[config.mk]
export PLATFORM = sky130hd
export DESIGN_NAME = store_rmw_unit
export DESIGN_NICKNAME = d
export VERILOG_FILES = /design/src/rtl/store_pkg.sv /design/src/rtl/store_lane_merge.sv /design/src/rtl/store_rmw_unit.sv
export SDC_FILE = /design/constraint.sdc
export NUM_CORES = 1
export LEC_CHECK = 0
export BUFFER_PORTS_ARGS = -buffer_cell sky130_fd_sc_hd__buf_2
export CAP_MARGIN = 10
export CORE_MARGIN = 2
export CORE_UTILIZATION = 52
export DETAILED_ROUTE_END_ITERATION = 16
export PLACE_DENSITY = 0.8
export SETUP_SLACK_MARGIN = 0.05
export SYNTH_ARGS = -nofsm -noshare
export SYNTH_HDL_FRONTEND = slang
export SYNTH_HIERARCHICAL = 1
export SYNTH_SLANG_ARGS = --single-unit
[constraint.sdc]
create_clock -name Clk -period 2.4 [get_ports Clk]
set_input_delay 0.24 -clock Clk [delete_from_list [all_inputs] [get_ports Clk]]
set_output_delay 0.24 -clock Clk [all_outputs]
set_load 0.1 [all_outputs]
[src/rtl/store_pkg.sv]
// Shared types and the lane-merge helper for the read-modify-write store unit.
// Used by store_rmw_unit (optional STORE_FWD_EN write-forwarding) and store_lane_merge.
package store_pkg;

    typedef enum logic [1:0] {
        SZ_WORD = 2'b00,
        SZ_HALF = 2'b01,
        SZ_BYTE = 2'b10,
        SZ_RSVD = 2'b11
    } storeSizeT;

    typedef enum logic [2:0] {
        StIdle,
        StRead,
        StWait,
        StCapture,
        StWrite,
        StErr
    } storeStateT;

    // Insert the halfword/byte of regData into oldWord at the given lane; word replaces all.
    function automatic logic [31:0] laneMerge(input logic [31:0] oldWord,
                                              input logic [31:0] regData,
                                              input logic [1:0]  size,
                                              input logic [1:0]  lane);
        logic [31:0] merged;
        merged = oldWord;
        case (size)
            SZ_WORD: merged = regData;
            SZ_HALF: begin
                if (lane[1]) merged[31:16] = regData[15:0];
                else         merged[15:0]  = regData[15:0];
            end
            SZ_BYTE: merged[{lane, 3'b000} +: 8] = regData[7:0];
            default: merged = oldWord;
        endcase
        return merged;
    endfunction

endpackage

[src/rtl/store_lane_merge.sv]
// Combinational lane merge: places the store data into the old memory word.
// Shared by the memory-read path and the STORE_FWD_EN forwarding path.
module store_lane_merge
    import store_pkg::*;
(
    input  logic [31:0] oldWord,
    input  logic [31:0] regData,
    input  logic [1:0]  size,
    input  logic [1:0]  lane,
    output logic [31:0] merged
);

    assign merged = laneMerge(oldWord, regData, size, lane);

endmodule

[src/rtl/store_rmw_unit.sv]
// Read-modify-write store controller for a single-port word-addressed data memory.
// Define STORE_FWD_EN to add a one-entry write buffer that skips the read on a hit.
module store_rmw_unit
    import store_pkg::*;
#(
    parameter int unsigned ADDR_WIDTH   = 10,
    parameter int unsigned READ_LATENCY = 1
) (
    input  logic                  Clk,
    input  logic                  Rst,
    input  logic                  ReqValid,
    output logic                  ReqReady,
    input  logic [1:0]            StoreSize,
    input  logic [31:0]           Addr,
    input  logic [31:0]           RegData,
    output logic [ADDR_WIDTH-1:0] MemAddr,
    output logic                  MemRE,
    output logic                  MemWE,
    output logic [31:0]           MemWrData,
    input  logic [31:0]           MemRdData,
    output logic                  Busy,
    output logic                  Done,
    output logic                  AlignErr
);

    localparam logic [2:0] WaitInit = 3'(READ_LATENCY > 1 ? READ_LATENCY - 2 : 0);

    storeStateT            stateQ, stateD;
    logic [ADDR_WIDTH-1:0] idxQ;
    logic [1:0]            laneQ;
    logic [1:0]            sizeQ;
    logic [31:0]           dataQ;
    logic [31:0]           mergeQ;
    logic [2:0]            waitCntQ;
    logic [31:0]           mergedWord;

    logic [ADDR_WIDTH-1:0] reqIdx;
    logic                  accept;
    logic                  illegal;
    logic                  subWord;
    logic                  fwdHit;
    logic [31:0]           fwdData;
    logic                  unusedAddr;

    // Upper address bits beyond the memory are intentionally dropped (wrap-around).
    assign reqIdx     = Addr[ADDR_WIDTH+1:2];
    assign unusedAddr = ^Addr[31:ADDR_WIDTH+2];
    assign accept     = ReqValid && ReqReady;
    assign subWord    = (StoreSize == SZ_HALF) || (StoreSize == SZ_BYTE);
    assign illegal    = (StoreSize == SZ_RSVD)
                     || ((StoreSize == SZ_WORD) && (Addr[1:0] != 2'b00))
                     || ((StoreSize == SZ_HALF) && Addr[0]);

`ifdef STORE_FWD_EN
    logic                  fwdValidQ;
    logic [ADDR_WIDTH-1:0] fwdIdxQ;
    logic [31:0]           fwdDataQ;

    assign fwdHit  = fwdValidQ && (fwdIdxQ == reqIdx);
    assign fwdData = fwdDataQ;

    always_ff @(posedge Clk or negedge Rst) begin
        if (!Rst) begin
            fwdValidQ <= 1'b0;
            fwdIdxQ   <= '0;
            fwdDataQ  <= '0;
        end else if (stateQ == StWrite) begin
            fwdValidQ <= 1'b1;
            fwdIdxQ   <= idxQ;
            fwdDataQ  <= mergedWord;
        end
    end
`else
    assign fwdHit  = 1'b0;
    assign fwdData = '0;
`endif

    store_lane_merge uMerge (
        .oldWord (mergeQ),
        .regData (dataQ),
        .size    (sizeQ),
        .lane    (laneQ),
        .merged  (mergedWord)
    );

    always_ff @(posedge Clk or negedge Rst) begin
        if (!Rst) stateQ <= StIdle;
        else      stateQ <= stateD;
    end

    always_comb begin
        stateD = stateQ;
        unique case (stateQ)
            StIdle: begin
                if (accept) begin
                    if (illegal)                stateD = StErr;
                    else if (!subWord || fwdHit) stateD = StWrite;
                    else                        stateD = StRead;
                end
            end
            StRead:    stateD = (READ_LATENCY == 1) ? StCapture : StWait;
            StWait:    stateD = (waitCntQ == 3'd0) ? StCapture : StWait;
            StCapture: stateD = StWrite;
            StWrite:   stateD = StIdle;
            StErr:     stateD = StIdle;
            default:   stateD = StIdle;
        endcase
    end

    always_comb begin
        ReqReady  = (stateQ == StIdle);
        Busy      = (stateQ != StIdle);
        MemAddr   = '0;
        MemRE     = 1'b0;
        MemWE     = 1'b0;
        MemWrData = '0;
        Done      = 1'b0;
        AlignErr  = 1'b0;
        unique case (stateQ)
            StRead: begin
                MemRE   = 1'b1;
                MemAddr = idxQ;
            end
            StWrite: begin
                MemWE     = 1'b1;
                MemAddr   = idxQ;
                MemWrData = mergedWord;
                Done      = 1'b1;
            end
            StErr:   AlignErr = 1'b1;
            default: ;
        endcase
    end

    always_ff @(posedge Clk or negedge Rst) begin
        if (!Rst) begin
            idxQ     <= '0;
            laneQ    <= '0;
            sizeQ    <= '0;
            dataQ    <= '0;
            mergeQ   <= '0;
            waitCntQ <= '0;
        end else begin
            if (accept) begin
                idxQ  <= reqIdx;
                laneQ <= Addr[1:0];
                sizeQ <= StoreSize;
                dataQ <= RegData;
                if (fwdHit) mergeQ <= fwdData;
            end
            if (stateQ == StRead)    waitCntQ <= WaitInit;
            if (stateQ == StWait)    waitCntQ <= waitCntQ - 3'd1;
            if (stateQ == StCapture) mergeQ   <= MemRdData;
        end
    end

endmodule

==> flow_metrics.py <==
metrics = {
    "yosys": {
        "synth_nets": 519,
        "yosysUniqueCellTypes": 45,
        "synthArstFlopShare_pct": 100,
        "syn_inst": 408,
        "synth_edf_count": 0,
        "synth-xor-area-share_pct": 0.359,
        "synthTopCellsByArea": "dfrtp_1 (43%), mux2_4 (12%), mux2_2 (9.9%)",
        "yosys-top-cells-count": "dfrtp_1 (84), and2_1 (53), mux2_2 (43), mux2_4 (40), a221o_1 (20)",
        "yosysMostFrequentCell": "dfrtp_1",
        "synth_mux_area_share_pct": 22.5,
        "synth_compound_area_share_pct": 13.3,
        "yosysTopAreaCell": "dfrtp_1",
        "ys_seq_area_share_pct": 43.1,
        "synth_top_area_share_pct": 43.1,
        "avgSynthCellArea_um2": 12.0,
        "syn_area_um2": 4880,
        "synth-simple-area-share_pct": 13.2,
        "synthAdderAreaFrac_pct": 2.57,
        "synth_flop_cell": "dfrtp_1",
        "synth_warnings": 6,
        "synth_top_family_by_area": "multiplexers",
        "synth-seq-cells": 84,
    },
    "detailed_routing": {
        "drc": 0,
        "wl_per_cell_um": 19.2,
        "via_per_inst": 5.73,
        "ant_nets": 0,
        "vias": 3807,
        "wl_um": 12800,
        "dr.pass1.iters": 5,
        "drtIter0Drc": 151,
    },
    "cts": {
        "clk_root_buffer_cell": "clkbuf_8",
        "htreeDepth": 3,
        "clkSlewWorstSetupHoldPaths_ns": 0.09,
        "cts_hold_buf": 0,
        "clock_path_buffers": 2,
        "clk_latency_ns": 0.37,
        "cts_sinks": 84,
        "cts_made_buffers": 9,
        "cts_tree": "yes",
    },
    "global_route": {
        "grt.total_usage_pct": 25.3,
        "grt_pass1_vias": 3820,
        "grt_start_max_net_pins": 85,
        "grt_pass1_wl_um": 19600,
        "overflow": 0,
        "antenna_found_initial": 0,
    },
    "timing": {
        "tightest_slew_ns": 1.05,
        "final_hold_viol_count": 0,
        "fin_crit_sh_pct": 106,
        "period_needed_ns": 2.55,
        "fin_skew_ns": 0.00680,
        "rsz0062_at_grt": "yes",
        "max-slew-margin-rel_pct": 29.9,
        "max_freq_ghz": 0.392,
        "setup_violations": 29,
        "slew_violations": 0,
        "setup_slack_ns": -0.152,
    },
    "placement": {
        "pre_cts_slack_ns": 0.113,
        "dp_hpwl_um": 8630,
        "globalplace.congestion": 0.854,
        "io_buffers": 128,
    },
    "finish": {
        "layout-drive-gt1-share_pct": 58.2,
        "nNetsFinal": 659,
        "fin_util_pct": 72.0,
        "syn2layout_area_growth_pct": 35.1,
        "num_antenna_cells": 0,
    },
    "run_status": {
        "violations": "setup timing",
        "outcome": "finished, violations left",
    },
    "floorplan": {
        "rows": 35,
        "die_y_um": 101,
        "ioPinCount": 149,
        "die_x_um": 101,
        "die_area_um2": 10200,
        "initial_core_util_pct": 53.3,
        "core_um2": 9150,
    },
    "pwr": {
        "powerDensity_nw_per_um2": 1660,
        "irDropWorstVdd_mv": 1.27,
        "total_power_mw": 10.9,
        "p_leak_nw": 2.99,
    },
    "critical_path": {
        "worstPathArrival_ns": 2.31,
        "path_class": "reg -> out",
        "cp_max_fo": 3,
        "critPathBufInv": 3,
        "crit_path_cell_trace": "inv_2 -> ha_4 -> nand2b_4 -> nor4_4 -> buf_4 -> nand2_1 -> a21oi_2 -> and2_4 -> buf_12",
        "crit_slowest_cell": "dfrtp_1",
        "required_ns": 2.16,
        "start_kind": "flip-flop",
        "critPathMaxStageDelay_ns": 0.39,
        "end_kind": "output port",
        "crit_family": "simple AND/OR/NAND/NOR gates",
    },
    "hold_path": {
        "hold_path_class": "in -> async",
    },
    "flow_run": {
        "maxCapViolCount": 0,
    },
}
layout by cell type (no fill, tap or decap), drive strengths merged, types with 4 or more instances in the layout:
cell and instances:
inv 17, ha 10, clkinvlp 4, a22oi 10, clkbuf 9, a221o 20, and2 56, mux2 84
o21ai 12, nand2 12, a21oi 15, a22o 13, nor3b 4, buf 153, o22ai 4, dfrtp 84
nor2 20
flip-flops by register name, summed over array words and instances, names as in the netlist:
signal    cells
stateQ        3
laneQ         2
dataQ        32
waitCntQ      3
mergeQ       32
sizeQ         2
idxQ         10
power breakdown:
part,switching [mW],internal (mW),leakage (nW)
registers,0.735,2.15,0.989
clock network,0.595,0.403,0.0915
logic,3.94,3.08,1.91
total,5.27,5.63,2.99
final timing paths:
kind	from	to	slack (ns)	depth (start not counted)
setup / recovery	laneQ[0]	MemWrData[19]	-0.15	9
hold / removal	Rst	dataQ[3]	0.06	1
setup reg to reg	stateQ[0]	dataQ[20]	0.47	5
hold reg to reg	idxQ[6]	idxQ[6]	0.52	1
max in group asynchronous	Rst	sizeQ[0]	1.63	1
min in group Clk	RegData[12]	dataQ[12]	0.09	2
metal layers:
| metal | part of all wire, % | routed length [um] | vias to the layer above | track usage (%) |
|---|---|---|---|---|
| met5 | 0 | 0 | - | 0 |
| met4 | 1.7 | 220 | 0 | 8.85 |
| met3 | 8.0 | 1020 | 23 | 6.66 |
| met2 | 52 | 6580 | 159 | 43.0 |
| met1 | 39 | 4930 | 1870 | 31.2 |
| li1 | - | - | 1755 | - |
cell families (layout without fill, tap and decap cells):
| kind of cell | Yosys count | after routing |
|---|---|---|
| adder cells (fa/ha/maj) | 10 | 10 |
| multiplexers | 84 | 84 |
| AND/OR/NAND/NOR | 105 | 105 |
| buffers and inverters | 39 | 184 |
| AO/OA/AOI/OAI | 84 | 84 |
| flip-flops | 84 | 84 |
| XOR/XNOR | 2 | 2 |
stage by stage:
| step | hold WS [ns] | cell area [um2] | cells | TNS, ns |
|---|---|---|---|---|
| global placement | 0.461 | 6150 | 635 | 0 |
| CTS | 0.0776 | 6460 | 659 | -0.679 |
| detailed placement | 0.464 | 6150 | 635 | 0 |
| global route | 0.0636 | 6590 | 664 | -4.57 |
| floorplan | -0.0556 | 4940 | 408 | 0 |
| finish | 0.0568 | 6590 | 664 | -2.28 |
area by class of cell:
class	count	area [um2]
fill	639	2560
clock inverter	7	68.8
tap	111	139
clock buffer	9	124
timing repair buffer	153	1370
inverter	15	63.8
multi-input combinational	285	2710
sequential	84	2100
worst reg2reg max path: cells and delay by family (launching register included):
kind                   cells  cell delay (ns)
AND/OR/NAND/NOR            2             0.75
buffers and inverters      2             0.33
flip-flops                 1             0.41
multiplexers               1             0.33
what timing repair did:
item,4_1_cts,5_1_grt
setup endpoints to repair,32,42
resized for setup,17,23
buffers inserted,8,5
pin swaps,7,12
(Power assumes the default switching activity.)
